<file path="src/rtl/violet_pkg.sv">
// rtl/violet_pkg.sv - shared constants and state encodings for the Violet button receiver
package violet_pkg;

  localparam logic [7:0] FRAME_HDR = 8'hA5;

  typedef enum logic [1:0] {IDLE, START, DATA, STOP} rx_state_t;

  typedef enum logic [1:0] {HDR, LO, HI, CHK} parse_state_t;

endpackage

</file>
<file path="src/rtl/violet_uart_rx_byte.sv">
// rtl/violet_uart_rx_byte.sv - 8N1 byte receiver with two-flop input synchroniser
module violet_uart_rx_byte
  import violet_pkg::*;
#(
  parameter int BAUD_DIV = 2604
) (
  input  logic       i_clk,
  input  logic       rst,
  input  logic       uart_rx,
  output logic       byte_valid,
  output logic [7:0] byte_data,
  output logic       fe
);

  localparam int CW = $clog2(BAUD_DIV);

  logic            sync1;
  logic            sync2;
  logic            line_d;
  rx_state_t       state;
  logic [CW-1:0]   cnt;
  logic [2:0]      bit_idx;
  logic [7:0]      shreg;
  logic            tick;

  assign tick = (cnt == '0);

  always_ff @(posedge i_clk) begin
    if (rst) begin
      sync1      <= 1'b1;
      sync2      <= 1'b1;
      line_d     <= 1'b1;
      state      <= IDLE;
      cnt        <= '0;
      bit_idx    <= '0;
      shreg      <= '0;
      byte_valid <= 1'b0;
      byte_data  <= '0;
      fe         <= 1'b0;
    end else begin
      sync1      <= uart_rx;
      sync2      <= sync1;
      line_d     <= sync2;
      byte_valid <= 1'b0;
      fe         <= 1'b0;
      case (state)
        IDLE: begin
          // Only a genuine falling edge arms the receiver; a held-low line is ignored.
          if (line_d && !sync2) begin
            state <= START;
            cnt   <= CW'(BAUD_DIV / 2 - 1);
          end
        end
        START: begin
          if (!tick) begin
            cnt <= cnt - 1'b1;
          end else if (sync2) begin
            state <= IDLE;
          end else begin
            state   <= DATA;
            cnt     <= CW'(BAUD_DIV - 1);
            bit_idx <= '0;
          end
        end
        DATA: begin
          if (!tick) begin
            cnt <= cnt - 1'b1;
          end else begin
            shreg <= {sync2, shreg[7:1]};
            cnt   <= CW'(BAUD_DIV - 1);
            if (bit_idx == 3'd7) state <= STOP;
            else bit_idx <= bit_idx + 1'b1;
          end
        end
        STOP: begin
          if (!tick) begin
            cnt <= cnt - 1'b1;
          end else begin
            if (sync2) begin
              byte_valid <= 1'b1;
              byte_data  <= shreg;
            end else begin
              fe <= 1'b1;
            end
            state <= IDLE;
          end
        end
        default: state <= IDLE;
      endcase
    end
  end

endmodule

</file>
<file path="src/rtl/violet_button_rx.sv">
// rtl/violet_button_rx.sv - button frame parser with checksum and inter-byte timeout
module violet_button_rx
  import violet_pkg::*;
#(
  parameter int BAUD_DIV     = 2604,
  parameter int TIMEOUT_BITS = 40
) (
  input  logic        i_clk,
  input  logic        rst,
  input  logic        uart_rx,
  output logic [15:0] buttons,
  output logic        frame_ok,
  output logic        err
);

  localparam int TLIM = TIMEOUT_BITS * BAUD_DIV;
  localparam int TW   = $clog2(TLIM + 1);

  logic          byte_valid;
  logic [7:0]    byte_data;
  logic          fe;
  parse_state_t  state;
  logic [7:0]    lo_q;
  logic [7:0]    hi_q;
  logic [TW-1:0] timer;
  logic          expire;

  violet_uart_rx_byte #(
    .BAUD_DIV(BAUD_DIV)
  ) u_rx (
    .i_clk     (i_clk),
    .rst       (rst),
    .uart_rx   (uart_rx),
    .byte_valid(byte_valid),
    .byte_data (byte_data),
    .fe        (fe)
  );

  // timer holds cycles elapsed since the last byte_valid, so it reaches TLIM
  // on the same edge that the timeout err is registered.
  assign expire = (state != HDR) && (timer == TW'(TLIM - 1));

  always_ff @(posedge i_clk) begin
    if (rst) begin
      state    <= HDR;
      lo_q     <= '0;
      hi_q     <= '0;
      timer    <= '0;
      buttons  <= '0;
      frame_ok <= 1'b0;
      err      <= 1'b0;
    end else begin
      frame_ok <= 1'b0;
      err      <= 1'b0;

      if (byte_valid) timer <= TW'(1);
      else if (state != HDR && timer != TW'(TLIM)) timer <= timer + TW'(1);

      if (fe) begin
        err   <= 1'b1;
        state <= HDR;
      end else if (byte_valid) begin
        case (state)
          HDR: if (byte_data == FRAME_HDR) state <= LO;
          LO: begin
            lo_q  <= byte_data;
            state <= HI;
          end
          HI: begin
            hi_q  <= byte_data;
            state <= CHK;
          end
          CHK: begin
            if (byte_data == (FRAME_HDR ^ lo_q ^ hi_q)) begin
              buttons  <= {hi_q, lo_q};
              frame_ok <= 1'b1;
            end else begin
              err <= 1'b1;
            end
            state <= HDR;
          end
          default: state <= HDR;
        endcase
      end else if (expire) begin
        err   <= 1'b1;
        state <= HDR;
      end
    end
  end

endmodule

</file>
<file path="config.mk">
export PLATFORM = sky130hd
export DESIGN_NAME = violet_button_rx
export DESIGN_NICKNAME = d
export VERILOG_FILES = /design/src/rtl/violet_pkg.sv /design/src/rtl/violet_uart_rx_byte.sv /design/src/rtl/violet_button_rx.sv
export SDC_FILE = /design/constraint.sdc
export NUM_CORES = 1
export LEC_CHECK = 0
export CORE_AREA = 2 2 77 115
export CTS_CLUSTER_SIZE = 30
export DETAILED_ROUTE_END_ITERATION = 12
export DIE_AREA = 0 0 79 117
export HOLD_SLACK_MARGIN = 0.15
export PLACE_DENSITY = 0.81
export SETUP_SLACK_MARGIN = 0.15
export SYNTH_ARGS = -nofsm -noshare
export SYNTH_HDL_FRONTEND = slang
export SYNTH_SLANG_ARGS = --single-unit
</file>
<file path="constraint.sdc">
create_clock -name i_clk -period 1.95 [get_ports i_clk]
set_input_delay 0.585 -clock i_clk [delete_from_list [all_inputs] [get_ports i_clk]]
set_output_delay 0.585 -clock i_clk [all_outputs]
set_load 0.02 [all_outputs]
</file>
# == Yosys cells after proc, flatten, opt, wreduce, memory -nomap -nowiden ==
# Index checks and enable logic that the tools add are counted.
# totals
regBits,91
latchBits,0
mem_bits_rw,0
romBits,0
input_bits,3
wordCells,105
n_memories,0
# op_classes
n_addsub,3
multipliers,0
n_div,0
order_cmp,0
eq_ne,21
shifts,0
n_mux,32
bitwise,7
reduce_logical,24
# ops
operator,n
12-bit two-way mux,5
12-bit case mux with 4 select lines,1
2-bit two-way mux,9
"17-bit by 1-bit adder with 17-bit output, second input constant",1
"17-bit == test, second input constant",1
"17-bit != test, second input constant",1
2-bit case mux with 4 select lines,2
12-bit logical NOT,1
3-bit two-way mux,4
3-bit AND reduction,4
"12-bit by 1-bit subtractor with 12-bit output, second input constant",1
1-bit two-way mux,10
"2-bit by 1-bit != test with 1-bit output, second input constant",5
5-bit AND reduction,2
"2-bit == test, second input constant",4
8-bit == test,1
"8-bit == test, second input constant",1
2-bit nonzero test,4
8-bit XOR,1
"2-bit != test, second input constant",3
"3-bit != test, second input constant",2
3-bit case mux with 2 select lines,1
1-bit NOT,5
"2-bit by 1-bit == test with 1-bit output, second input constant",2
11 further kinds,16

# == Depth between registers and ports, before layout ==
# Gate-level depths: netlist (run 1).
# logic_depth
ltp_word,7
ltp_mapped,8
ltp_nobuf,7

# == By module ==
# Synthesis (run 1) repeated with hierarchy kept, for this count alone.
# hier_totals
cells_unflattened,470
hier_area_um2,4311.6
# modules_own_cells
module,n_inst,cells_each,area_each_um2
violet_button_rx,1,254,2433.6
violet_uart_rx_byte,1,216,1878.1

# == Worst setup path before layout (run 1) ==
# OpenSTA, ideal clock, no wires.
# synth_path
path_type,reg2reg
startpoint,register state[0]
endpoint,register timer[11]
t_arrival_ns,1.844
required_ns,1.880
setup_slack_ns,0.036
path_stages_with_launch,7
path_buffers,0
path_cell_list,dfxtp_1 -> inv_1 -> ha_1 -> nand4b_1 -> or4_1 -> or3_1 -> a21oi_1
# synth_via
elab_chain_cells,2
# synth_rtl
element,line_no,text
from (decl),violet_button_rx.sv:22,parse_state_t state;
from (signal assigned),violet_button_rx.sv:45,state <= HDR;
from (signal assigned),violet_button_rx.sv:61,state <= HDR;
from (signal assigned),violet_button_rx.sv:64,HDR: if (byte_data == FRAME_HDR) state <= LO;
2-bit nonzero test,violet_button_rx.sv:57,else if (state != HDR && timer != TW'(TLIM)) timer <= timer + TW'(1);
1-bit logical AND,violet_button_rx.sv:57,
to (signal assigned),violet_button_rx.sv:57,
to (decl),violet_button_rx.sv:25,logic [TW-1:0] timer;
# Every way passes these cells.
# A chain may end at the register's enable or synchronous reset.

# == Final worst setup path (run 1) ==
# layout_path
startpoint,register state[1]
endpoint,register timer[11]
# Same word-level chain as after synthesis.

==> results of run 1 <==
[repair_timing]
item | in CTS | in global routing
resized for setup | 38 | 64
setup buffers | 1 | 13
cloned | 1 | 1
endpoints found under the setup margin | 58 | 42
pin swaps | 4 | 33
hold buffers | 0 | 0
[registers in the layout (all words and copies together) (netlist names), named ones only]
register	count
u_rx.cnt	12
u_rx.state	1
u_rx.fe	1
u_rx.sync1	1
u_rx.sync2	1
err	1
u_rx.byte_valid	1
frame_ok	1
u_rx.bit_idx	3
buttons	16
u_rx.line_d	1
u_rx.byte_data	8
u_rx.shreg	8
timer	17
hi_q	8
state	2
lo_q	8
[worst max path at each step]
stage | startpoint | endpoint | cells after the start
after floorplan | state[1] | timer[11] | 6
after global placement | state[1] | timer[11] | 6
after detailed placement | state[1] | timer[15] | 7
after CTS | state[1] | timer[11] | 6
after global routing | state[0] | timer[11] | 6
final | state[1] | timer[11] | 6
[cells in the final DEF, fill, tap and decap left out, drive strengths merged, types with 6 or more instances in the layout]
cell type	netlist	final
a21oi	40	40
and2	6	6
buf	6	39
clkbuf	17	10
dfxtp	91	91
dlygate4sd2	0	18
ha	15	15
inv	17	20
mux2i	34	34
nand2	45	45
nand3	27	27
nand4	6	6
nor2	61	61
nor3	16	16
nor4	9	9
o21ai	11	11
xnor2	8	8
xor2	7	7
[metrics by stage]
step	util [%]	setup slack, ps	hold WS (ps)	power, mW
detailed placement	57.3	13.8	400	2.92
finish	66.1	-31.5	412	5.19
CTS	62.1	49.0	416	4.77
global route	66.1	-70.7	435	5.40
floorplan	-	130	389	2.65
global placement	57.3	101	393	2.89
[where the power goes]
group | switching, mW | internal (mW)
combinational | 0.742 | 0.668
clock | 0.773 | 1.01
sequential | 0.0896 | 1.91
[cell type report]
cell class	instances	area, sq um
clock inverters	7	82.6
multi-input cells	347	2610
fillers	607	2820
inverters	17	68.8
clock buffers	9	225
well taps	107	134
repair buffers	59	529
flip-flops and latches	91	1840
[cells in the mapped netlist (all sizes together) (9+ instances only)]
library cell	n	area (sq um)
a21oi	40	200
nor2	61	229
dfxtp	91	1820
nor3	16	85.1
clkbuf	17	65.1
nor4	9	77.6
o21ai	11	55.1
ha	15	188
nand2	45	169
inv	17	63.8
mux2i	34	340
nand3	27	140
[cells by family after synthesis]
| kind of cell | after synthesis | share of synthesized area (%) |
|---|---|---|
| mux | 35 | 8.13 |
| xor+xnor | 23 | 7.32 |
| simple gates | 195 | 22.9 |
| compound gates | 79 | 11.4 |
| flops | 91 | 42.1 |
| buf+inv | 40 | 3.85 |
| fa+ha+maj | 15 | 4.34 |
[per-layer routing]
| layer | vias to the layer above | routed length [um] | global-route usage, % |
|---|---|---|---|
| met5 | - | 0 | 0 |
| met4 | 0 | 191 | 9.43 |
| met3 | 23 | 362 | 4.22 |
| met2 | 99 | 5730 | 40.6 |
| met1 | 1768 | 4150 | 25.5 |
| li1 | 1783 | - | - |
==> metrics.md, run 1 <==
| Metric | Value |
|---|---|
| Status | finished with violations |
| Failing checks | negative setup slack |
| Vias in the first global route | 3596 |
| Post-Syn Area per Cell | 9.05 sq um |
| Worst EP required | 2220 ps |
| Worst Skew | 9.73 ps |
| Post-route non-filler standard cell count | 637 |
| Number of instances in the placed design | 605 |
| Core Footprint | 8310 sq um |
| Total CTS buffers | 9 |
| Post-synth EDFFs | 0 |
| Endpoints failing setup | 1 |
| Top FF cell, synth | dfxtp_1 |
| P_leak | 2.19 nW |
| CP Launch Type | flip-flop |
| Worst Tran Pin Value | 564 ps |
| Initial core utilization | 52.0% |
| Fmax | 505 MHz |
| P per Cell Area | 945 nW/um^2 |
| RSZ-0062 raised after global routing | true |
| Mapped Area | 4330 sq um |
| Gpl congestion | 0.974 |
| Num Clock Sinks | 91 |
| Final period demand of the worst path | 1980 ps |
| Critical path peak fanout | 5 |
| Hold Fails Final Rpt | 0 |
| Final non-filler cell area | 5490 sq um |
| Drt via density | 5.77 |
| Seq cells post-synth | 91 |
| Reg-to-Reg End | timer[11] |
| Hold WC Path Type | flip-flop to flip-flop |
| Die Wd | 79 um |
| Initial antenna violation count | 0 |
| Placed instance area | 4760 sq um |
| Max Cap Viol | 0 |
| Nets | 543 |
| First drt pass iteration count | 6 |
| Post-Syn Nets | 496 |
| Htree depth | 3 |
| Vert. Die Dim | 117 um |
| Area grow syn2layout | 27.0% |
| Reg2Reg Depth | 6 |
| Synth Instances | 478 |
| Tcrit/Tclk final | 102% |
| Dpl hpwl | 6.64 mm |
| DRT iter0 DRCs | 259 |
| DR DRC count | 0 |
| Grt ovf | 0 |
| Full die area | 9240 sq um |
| WP buf/inv | 1 |
| Final ANT Viol Nets | 0 |
| Ys Warns | 0 |
| Slowest CP cell | or4_4 |
| Hold worst-path end | u_rx.sync2 |
| Port-buffer cells | 20 |
| Clk slew on worst S/H paths | 70 ps |
| Setup Crit Path Kind | flip-flop to flip-flop |
| Largest net degree at the start of global routing | 57 |
| CP arrival | 2260 ps |
| R2R Setup Slk | -30 ps |
| GRT Total Usage | 22.3% |
| PnR worst setup slack | -31.5 ps |
| Slew HR | 62.0% |
| First-pass GRT wire length | 16.4 mm |
| Sequential area share after synthesis | 42.1% |
| Setup TNS | -31.5 ps |
| Hold Path Depth | 1 |
| Root Buffer | clkbuf_16 |
| FF-to-FF Start | state[1] |
| Peak supply drop | 0.779 mV |
| Avg WL per Cell | 16.4 um |
| Via count | 3673 |
| Critical-path cell list | inv_4, ha_4, nand4b_1, or4_4, or3_4, a21oi_2 |
| Netlist cell types | 64 |
| Async S/R FF share, synth | 0% |
| Clock Path Buffers | 2 |
| Ant diodes | 0 |
| Fraction of layout cells with a size suffix above 1 | 24.3% |
| Delay-heaviest family, CP | simple AND/OR/NAND/NOR gates |
| Max-slew violations | 0 |
| Post-Route WL | 10.4 mm |
| Max incr delay on CP | 620 ps |
| CTS tree | yes |
| Hold path start | u_rx.sync1 |
| Clock insertion delay at the later pin of the skew report | 340 ps |
| Critical Path End Type | flip-flop |
| I/O pins | 21 |
| Row Count | 41 |
(Power assumes the default switching activity.)
==> run 2: changes to the inputs <==
--- a/config.mk
+++ b/config.mk
@@ -6,11 +6,12 @@
 export NUM_CORES = 1
 export LEC_CHECK = 0
 export CORE_AREA = 2 2 77 115
-export CTS_CLUSTER_SIZE = 30
+export CTS_CLUSTER_SIZE = 40
 export DETAILED_ROUTE_END_ITERATION = 12
 export DIE_AREA = 0 0 79 117
 export HOLD_SLACK_MARGIN = 0.15
 export PLACE_DENSITY = 0.81
+export REMOVE_ABC_BUFFERS = 1
 export SETUP_SLACK_MARGIN = 0.15
 export SYNTH_ARGS = -nofsm -noshare
 export SYNTH_HDL_FRONTEND = slang
==> run 2 against run 1 <==
- the run now ends clean
- flip-flop and latch count unchanged
- setup slack improved by 120 ps
- core utilization decreased by 2.2 points
- via count decreased by 2.0%
- register-to-register slack improved by 120 ps
- combinational power decreased by 23%
- sequential share of layout area increased by 0.92 points
- clock skew decreased by 2.1 ps
- clock power decreased by 3%
- final cell count decreased by 0.78%
- cell area decreased by 3.3%
- hold slack got worse by 3.5 ps
- critical endpoint unchanged
- largest power group unchanged
- highest routed layer unchanged
==> metrics.md, run 2 (synthesis results as in run 1) <==
| Metric | Value |
|---|---|
| Critical Path End Type | flip-flop |
| Num Clock Sinks | 91 (unchanged) |
| Post-CTS Hold Buffers | 0 (unchanged) |
| Core Footprint | 8310 sq um (unchanged) |
| Avg WL per Cell | 15.4 um (-6.0%) |
| GRT Max-Usage Layer | met2 |
| I/O pins | 21 (unchanged) |
| RSZ-0062 raised after global routing | true |
| Die Wd | 79 um (unchanged) |
| Setup Crit Path Kind | flip-flop to flip-flop |
| Max-slew violations | 0 (unchanged) |
| Port-buffer cells | 20 (unchanged) |
| Dpl hpwl | 6.63 mm (about the same) |
| Worst EP required | 2220 ps (about the same) |
| Max Cap Viol | 0 (unchanged) |
| Initial antenna violation count | 0 (unchanged) |
| Full die area | 9240 sq um (unchanged) |
| Largest reg by FF count | timer |
| CP arrival | 2130 ps (-130 ps) |
| Grt ovf | 0 (unchanged) |
| Initial core utilization | 52.0% (unchanged) |
| Peak supply drop | 0.648 mV (-17%) |
| Met3 usage | 4.52% (+0.31 points) |
| Max reg flops | 17 (unchanged) |
| GR met2 Demand/Resource | 41.0% (+0.40 points) |
| Final period demand of the worst path | 1860 ps (-122 ps) |
| Hold Fails Final Rpt | 0 (unchanged) |
| Nets | 538 (-0.92%) |
| Fraction of layout cells with a size suffix above 1 | 19.4% (-4.9 points) |
| Area grow syn2layout | 22.8% |
| Clock Path Buffers | 2 (unchanged) |
| Met1 Use GR | 23.0% (-2.6 points) |
| Gpl congestion | 0.925 (-5.1%) |
| Critical path peak fanout | 5 (unchanged) |
| First drt pass iteration count | 5 (-1) |
| Htree depth | 3 (unchanged) |
| Via count | 3598 (-2.0%) |
| Endpoints failing setup | 0 (-1) |
| Clk slew on worst S/H paths | 60 ps (about the same) |
| DR DRC count | 0 (unchanged) |
| Min Hold Slack | 408 ps (-3.49 ps) |
| Vert. Die Dim | 117 um (unchanged) |
| Setup TNS | 0 ps (+31.5 ps) |
| CP Launch Type | flip-flop |
| R2R Setup Slk | 90 ps (+120 ps) |
| Largest net degree at the start of global routing | 29 (-49%) |
| Status | complete, no violations |
| P_leak | 2.15 nW (-2.2%) |
| Hold Path Depth | 1 (unchanged) |
| Clock insertion delay at the later pin of the skew report | 340 ps (about the same) |
| Final core occ | 63.9% (-2.2 points) |
| Largest regs | timer: 17 flops, buttons: 16 flops, u_rx.cnt: 12 flops |
| P per Cell Area | 909 nW/um^2 (-3.8%) |
| GRT Total Usage | 21.9% (-0.41 points) |
| Final ANT Viol Nets | 0 (unchanged) |
| Post-Route WL | 9.73 mm (-6.7%) |
| Slew HR | 68.0% (+6.0 points) |
| Worst Tran Pin Value | 475 ps (-88.7 ps) |
| Hold WC Path Type | flip-flop to flip-flop |
| Drt via density | 5.69 (-1.3%) |
| Worst Skew | 7.60 ps (-2.13 ps) |
| First-pass GRT wire length | 16.0 mm (-2.6%) |
| Root Buffer | clkbuf_16 |
| FF-to-FF Start | state[0] |
| Hold worst-path end | u_rx.sync2 |
| CTS tree | yes |
| Reg-to-Reg End | timer[11] |
| Ant diodes | 0 (unchanged) |
| Commonest non-fill, non-tap cell in the layout | dfxtp_1 |
| Fmax | 538 MHz (+6.6%) |
| DRT iter0 DRCs | 135 (-48%) |
| Reg2Reg Depth | 6 (unchanged) |
| Most frequent cells in the layout | 85 x dfxtp_1, 60 x nor2_1, 44 x nand2_1 |
| Total CTS buffers | 9 (unchanged) |
| Tcrit/Tclk final | 95.3% (-6.3 points) |
| Row Count | 41 (unchanged) |
| Vias in the first global route | 3519 (-2.1%) |
| Hold path start | u_rx.sync1 |
| Filler Cell Count | 654 (+7.7%) |
[run 2: changes by cell type in the layout (fill, tap and decap cells not counted), moves of 3 or more]
cell | before | now
dfxtp_1 | 79 | 85
a21oi_2 | 5 | 2
o21ai_1 | 4 | 0
dfxtp_2 | 10 | 6
nor2_1 | 57 | 60
a21oi_1 | 35 | 38
buf_6 | 7 | 2
nand2_1 | 41 | 44
o21ai_0 | 6 | 10
[run 2: worst max path at each step]
| stage | from | end | slack, ps |
|---|---|---|---|
| 5_1_grt | state[0] | timer[11] | 30 |
| 3_5_place_dp | u_rx.cnt[0] | u_rx.cnt[3] | -1 |
| 4_1_cts | state[0] | timer[11] | 60 |
| 2_1_floorplan | u_rx.byte_valid | buttons[0] | -2010 |
| 3_3_place_gp | u_rx.cnt[0] | u_rx.cnt[3] | 90 |
| 6_report | state[0] | timer[11] | 90 |
[run 2: final cells by class]
| cell class | instances | area, sq um | area share, % |
|---|---|---|---|
| inverters | 17 | 63.8 | 1.20 |
| well taps | 107 | 134 | 2.52 |
| repair buffers | 54 | 473 | 8.91 |
| multi-input cells | 347 | 2510 | 47.2 |
| clock buffers | 9 | 225 | 4.24 |
| clock inverters | 7 | 76.3 | 1.44 |
| flip-flops and latches | 91 | 1830 | 34.4 |
[run 2: metrics by stage]
| step | area [sq um] | instances | power, mW | setup WS [ps] |
|---|---|---|---|---|
| 3_3_place_gp | 4790 | 608 | 2.87 | 86.6 |
| 6_report | 5310 | 632 | 4.83 | 90.7 |
| 3_5_place_dp | 4790 | 608 | 2.89 | -1.19 |
| 4_1_cts | 5150 | 625 | 4.70 | 57.8 |
| 2_1_floorplan | 4220 | 455 | 2.58 | -2010 |
| 5_1_grt | 5310 | 632 | 5.04 | 29.2 |
[run 2: what timing repair did]
item,CTS,global route
setup buffers,1,7
hold endpoints to repair,0,0
pin swaps,5,13
gates resized for setup,34,29
endpoints found under the setup margin,56,56
[run 2: layer usage]
| layer | up-vias | part of all wire [%] |
|---|---|---|
| li1 | 1771 | - |
| met1 | 1713 | 40 |
| met2 | 91 | 54 |
| met3 | 23 | 3.4 |
| met4 | 0 | 2.6 |
| met5 | - | 0 |
[run 2: where the power goes]
group / internal [mW] / total (mW) / switching (mW) / leakage, nW
Combinational: 0.470 / 1.08 / 0.615 / 1.27
Clock: 1.00 / 1.74 / 0.736 / 0.142
Sequential: 1.91 / 2.01 / 0.0979 / 0.737
Total: 3.38 / 4.83 / 1.45 / 2.15
[run 2: critical path, stage by stage, from the launching register on]
cell	delay [ps]
dfxtp_2	340
inv_2	50
ha_4	150
nand4b_1	220
or4_4	570
or3_1	320
a21oi_1	140
==> run 3: changes to the inputs <==
--- a/config.mk
+++ b/config.mk
@@ -16,3 +16,4 @@
 export SYNTH_ARGS = -nofsm -noshare
 export SYNTH_HDL_FRONTEND = slang
 export SYNTH_SLANG_ARGS = --single-unit
+export TNS_END_PERCENT = 10
==> run 3 against run 2 <==
- total power shrank 0.15%
- maximum frequency shrank 1.2%
- first-iteration DRC count shrank 1.5%
- critical endpoint is now buttons[1]
- count of clock-buffer cells in the layout is the same
- sequential share of layout area grew 0.12 points
- critical path type is now flip-flop to output pin
- global-route usage shrank 0.15 points
- core utilization shrank 0.32 points
- hold slack is essentially flat
- critical path depth shrank 5
- cell area shrank 0.49%
- register-to-register slack is essentially flat
==> metrics.md, run 3 (synthesis results as in run 1) <==
| Metric | Value |
|---|---|
| Hold WC Path Type | flip-flop to flip-flop |
| Commonest non-fill, non-tap cell in the layout | dfxtp_1 |
| Clock Path Buffers | 2 (unchanged) |
| Clk slew on worst S/H paths | 60 ps (about the same) |
| Post-route non-filler standard cell count | 633 (+0.16%) |
| Total CTS buffers | 9 (unchanged) |
| Area grow syn2layout | 22.2% |
| Status | complete, no violations |
| CP arrival | 1300 ps (-830 ps) |
| Max Cap Viol | 0 (unchanged) |
| Clock insertion delay at the later pin of the skew report | 340 ps (about the same) |
| PnR worst setup slack | 68.3 ps (-22.4 ps) |
| DR DRC count | 0 (unchanged) |
| Via count | 3600 (+0.056%) |
| Max incr delay on CP | 610 ps (+40 ps) |
| Gpl congestion | 0.925 (unchanged) |
| Largest net degree at the start of global routing | 29 (unchanged) |
| Full die area | 9240 sq um (unchanged) |
| Max-slew violations | 0 (unchanged) |
| Drt via density | 5.69 (-0.10%) |
| Post-Route WL | 9.66 mm (-0.76%) |
| Slew HR | 67.2% (-0.79 points) |
| GRT Total Usage | 21.8% (-0.15 points) |
| DRT iter0 DRCs | 133 (-1.5%) |
| Vert. Die Dim | 117 um (unchanged) |
| Final non-filler cell area | 5280 sq um (-0.49%) |
| I/O pins | 21 (unchanged) |
| CP Launch Type | flip-flop |
| Pre-CTS WS | -1.19 ps (unchanged) |
| Worst Skew | 7.16 ps (-0.440 ps) |
| Fmax | 531 MHz (-1.2%) |
| Largest reg by FF count | timer |
| Critical-path cell list | clkdlybuf4s50_1 |
| Core Footprint | 8310 sq um (unchanged) |
| Nets | 539 (+0.19%) |
| Largest regs | timer: 17 flops, buttons: 16 flops, u_rx.cnt: 12 flops |
| Delay-heaviest family, CP | buffers and inverters |
| Slowest CP cell | clkdlybuf4s50_1 |
| Ant diodes | 0 (unchanged) |
| P per Cell Area | 912 nW/um^2 (+0.35%) |
| Num Clock Sinks | 91 (unchanged) |
| Final ANT Viol Nets | 0 (unchanged) |
| Setup TNS | 0 ps (unchanged) |
| Critical Path End Type | output pin |
| Number of instances in the placed design | 608 (unchanged) |
| Worst EP required | 1360 ps (-860 ps) |
| Peak supply drop | 0.653 mV (+0.75%) |
| Fraction of layout cells with a size suffix above 1 | 18.1% (-1.4 points) |
| Row Count | 41 (unchanged) |
| Hold Fails Final Rpt | 0 (unchanged) |
| Root Buffer | clkbuf_16 |
| Dpl hpwl | 6.63 mm (unchanged) |
| P_leak | 2.02 nW (-5.7%) |
| Die Wd | 79 um (unchanged) |
| Endpoints failing setup | 0 (unchanged) |
| First-pass GRT wire length | 15.9 mm (-0.78%) |
| CTS tree | yes |
| First drt pass iteration count | 5 (unchanged) |
| Htree depth | 3 (unchanged) |
| Port-buffer cells | 20 (unchanged) |
| Critical path peak fanout | 2 (-3) |
| Grt ovf | 0 (unchanged) |
| WP buf/inv | 1 (unchanged) |
| Most frequent cells in the layout | 87 x dfxtp_1, 59 x nor2_1, 44 x nand2_1 |
| Initial antenna violation count | 0 (unchanged) |
| Placed instance area | 4790 sq um (unchanged) |
| Tcrit/Tclk final | 96.5% (+1.2 points) |
| Setup Crit Path Kind | flip-flop to output pin |
| Post-CTS Hold Buffers | 0 (unchanged) |
| RSZ-0062 raised after global routing | true |
| Max reg flops | 17 (unchanged) |
| Final period demand of the worst path | 1880 ps (+22.4 ps) |
| Initial core utilization | 52.0% (unchanged) |
| Vias in the first global route | 3513 (-0.17%) |
| Worst Tran Pin Value | 487 ps (+11.8 ps) |
| Avg WL per Cell | 15.3 um (-0.92%) |
-- run 3: changes by cell type in the layout (fill, tap and decap cells not counted), moves of 2 or more --
cell / delta
clkdlybuf4s50_1: +17
dlygate4sd2_1: -17
buf_4: +2
dfxtp_1: +2
dfxtp_2: -2
nor3_1: +2
nor3_4: -2
-- run 3: layer usage --
metal  share of wire, %  vias to the layer above  wire (um)  GRT usage (%)
met5                  0                        -          0              0
met3                3.5                       32        338           4.52
met4                2.9                        0        283           11.0
met2                 54                       95       5250           40.9
met1                 39                     1707       3790           22.7
li1                   -                     1766          -              -
-- run 3: area by class of cell --
| type | instances | area (sq um) |
|---|---|---|
| timing repair buffer | 55 | 498 |
| tap | 107 | 134 |
| fill | 663 | 3030 |
| inverter | 17 | 63.8 |
| sequential | 91 | 1830 |
| clock inverter | 7 | 76.3 |
| multi-input combinational | 347 | 2460 |
| clock buffer | 9 | 225 |
-- run 3: what timing repair did --
action | in CTS | in global routing
setup endpoints to repair | 56 | 77
hold endpoints to repair | 0 | 0
buffers inserted | 1 | 8
pin swaps | 2 | 8
resized for setup | 13 | 21
-- run 3: worst paths after layout --
path	cells after the start	slack, ps	end	start
worst max-delay path	1	70	buttons[1]	buttons[1]
worst min-delay path	1	410	u_rx.sync2	u_rx.sync1
worst min register to register	1	410	u_rx.sync2	u_rx.sync1
worst max register to register	6	100	timer[11]	state[0]
-- run 3: per-stage QoR --
stage,hold WS [ps],power [mW],utilization [%]
after CTS,410,4.68,62.0
after detailed placement,395,2.89,57.6
after global routing,433,5.03,63.6
after global placement,398,2.87,57.6
final,409,4.82,63.6
after floorplan,389,2.58,-
-- run 3: where the power goes --
| group | internal, mW | switching, mW |
|---|---|---|
| Sequential | 1.91 | 0.0952 |
| Combinational | 0.467 | 0.607 |
| Clock | 1.00 | 0.740 |
| Total | 3.38 | 1.44 |
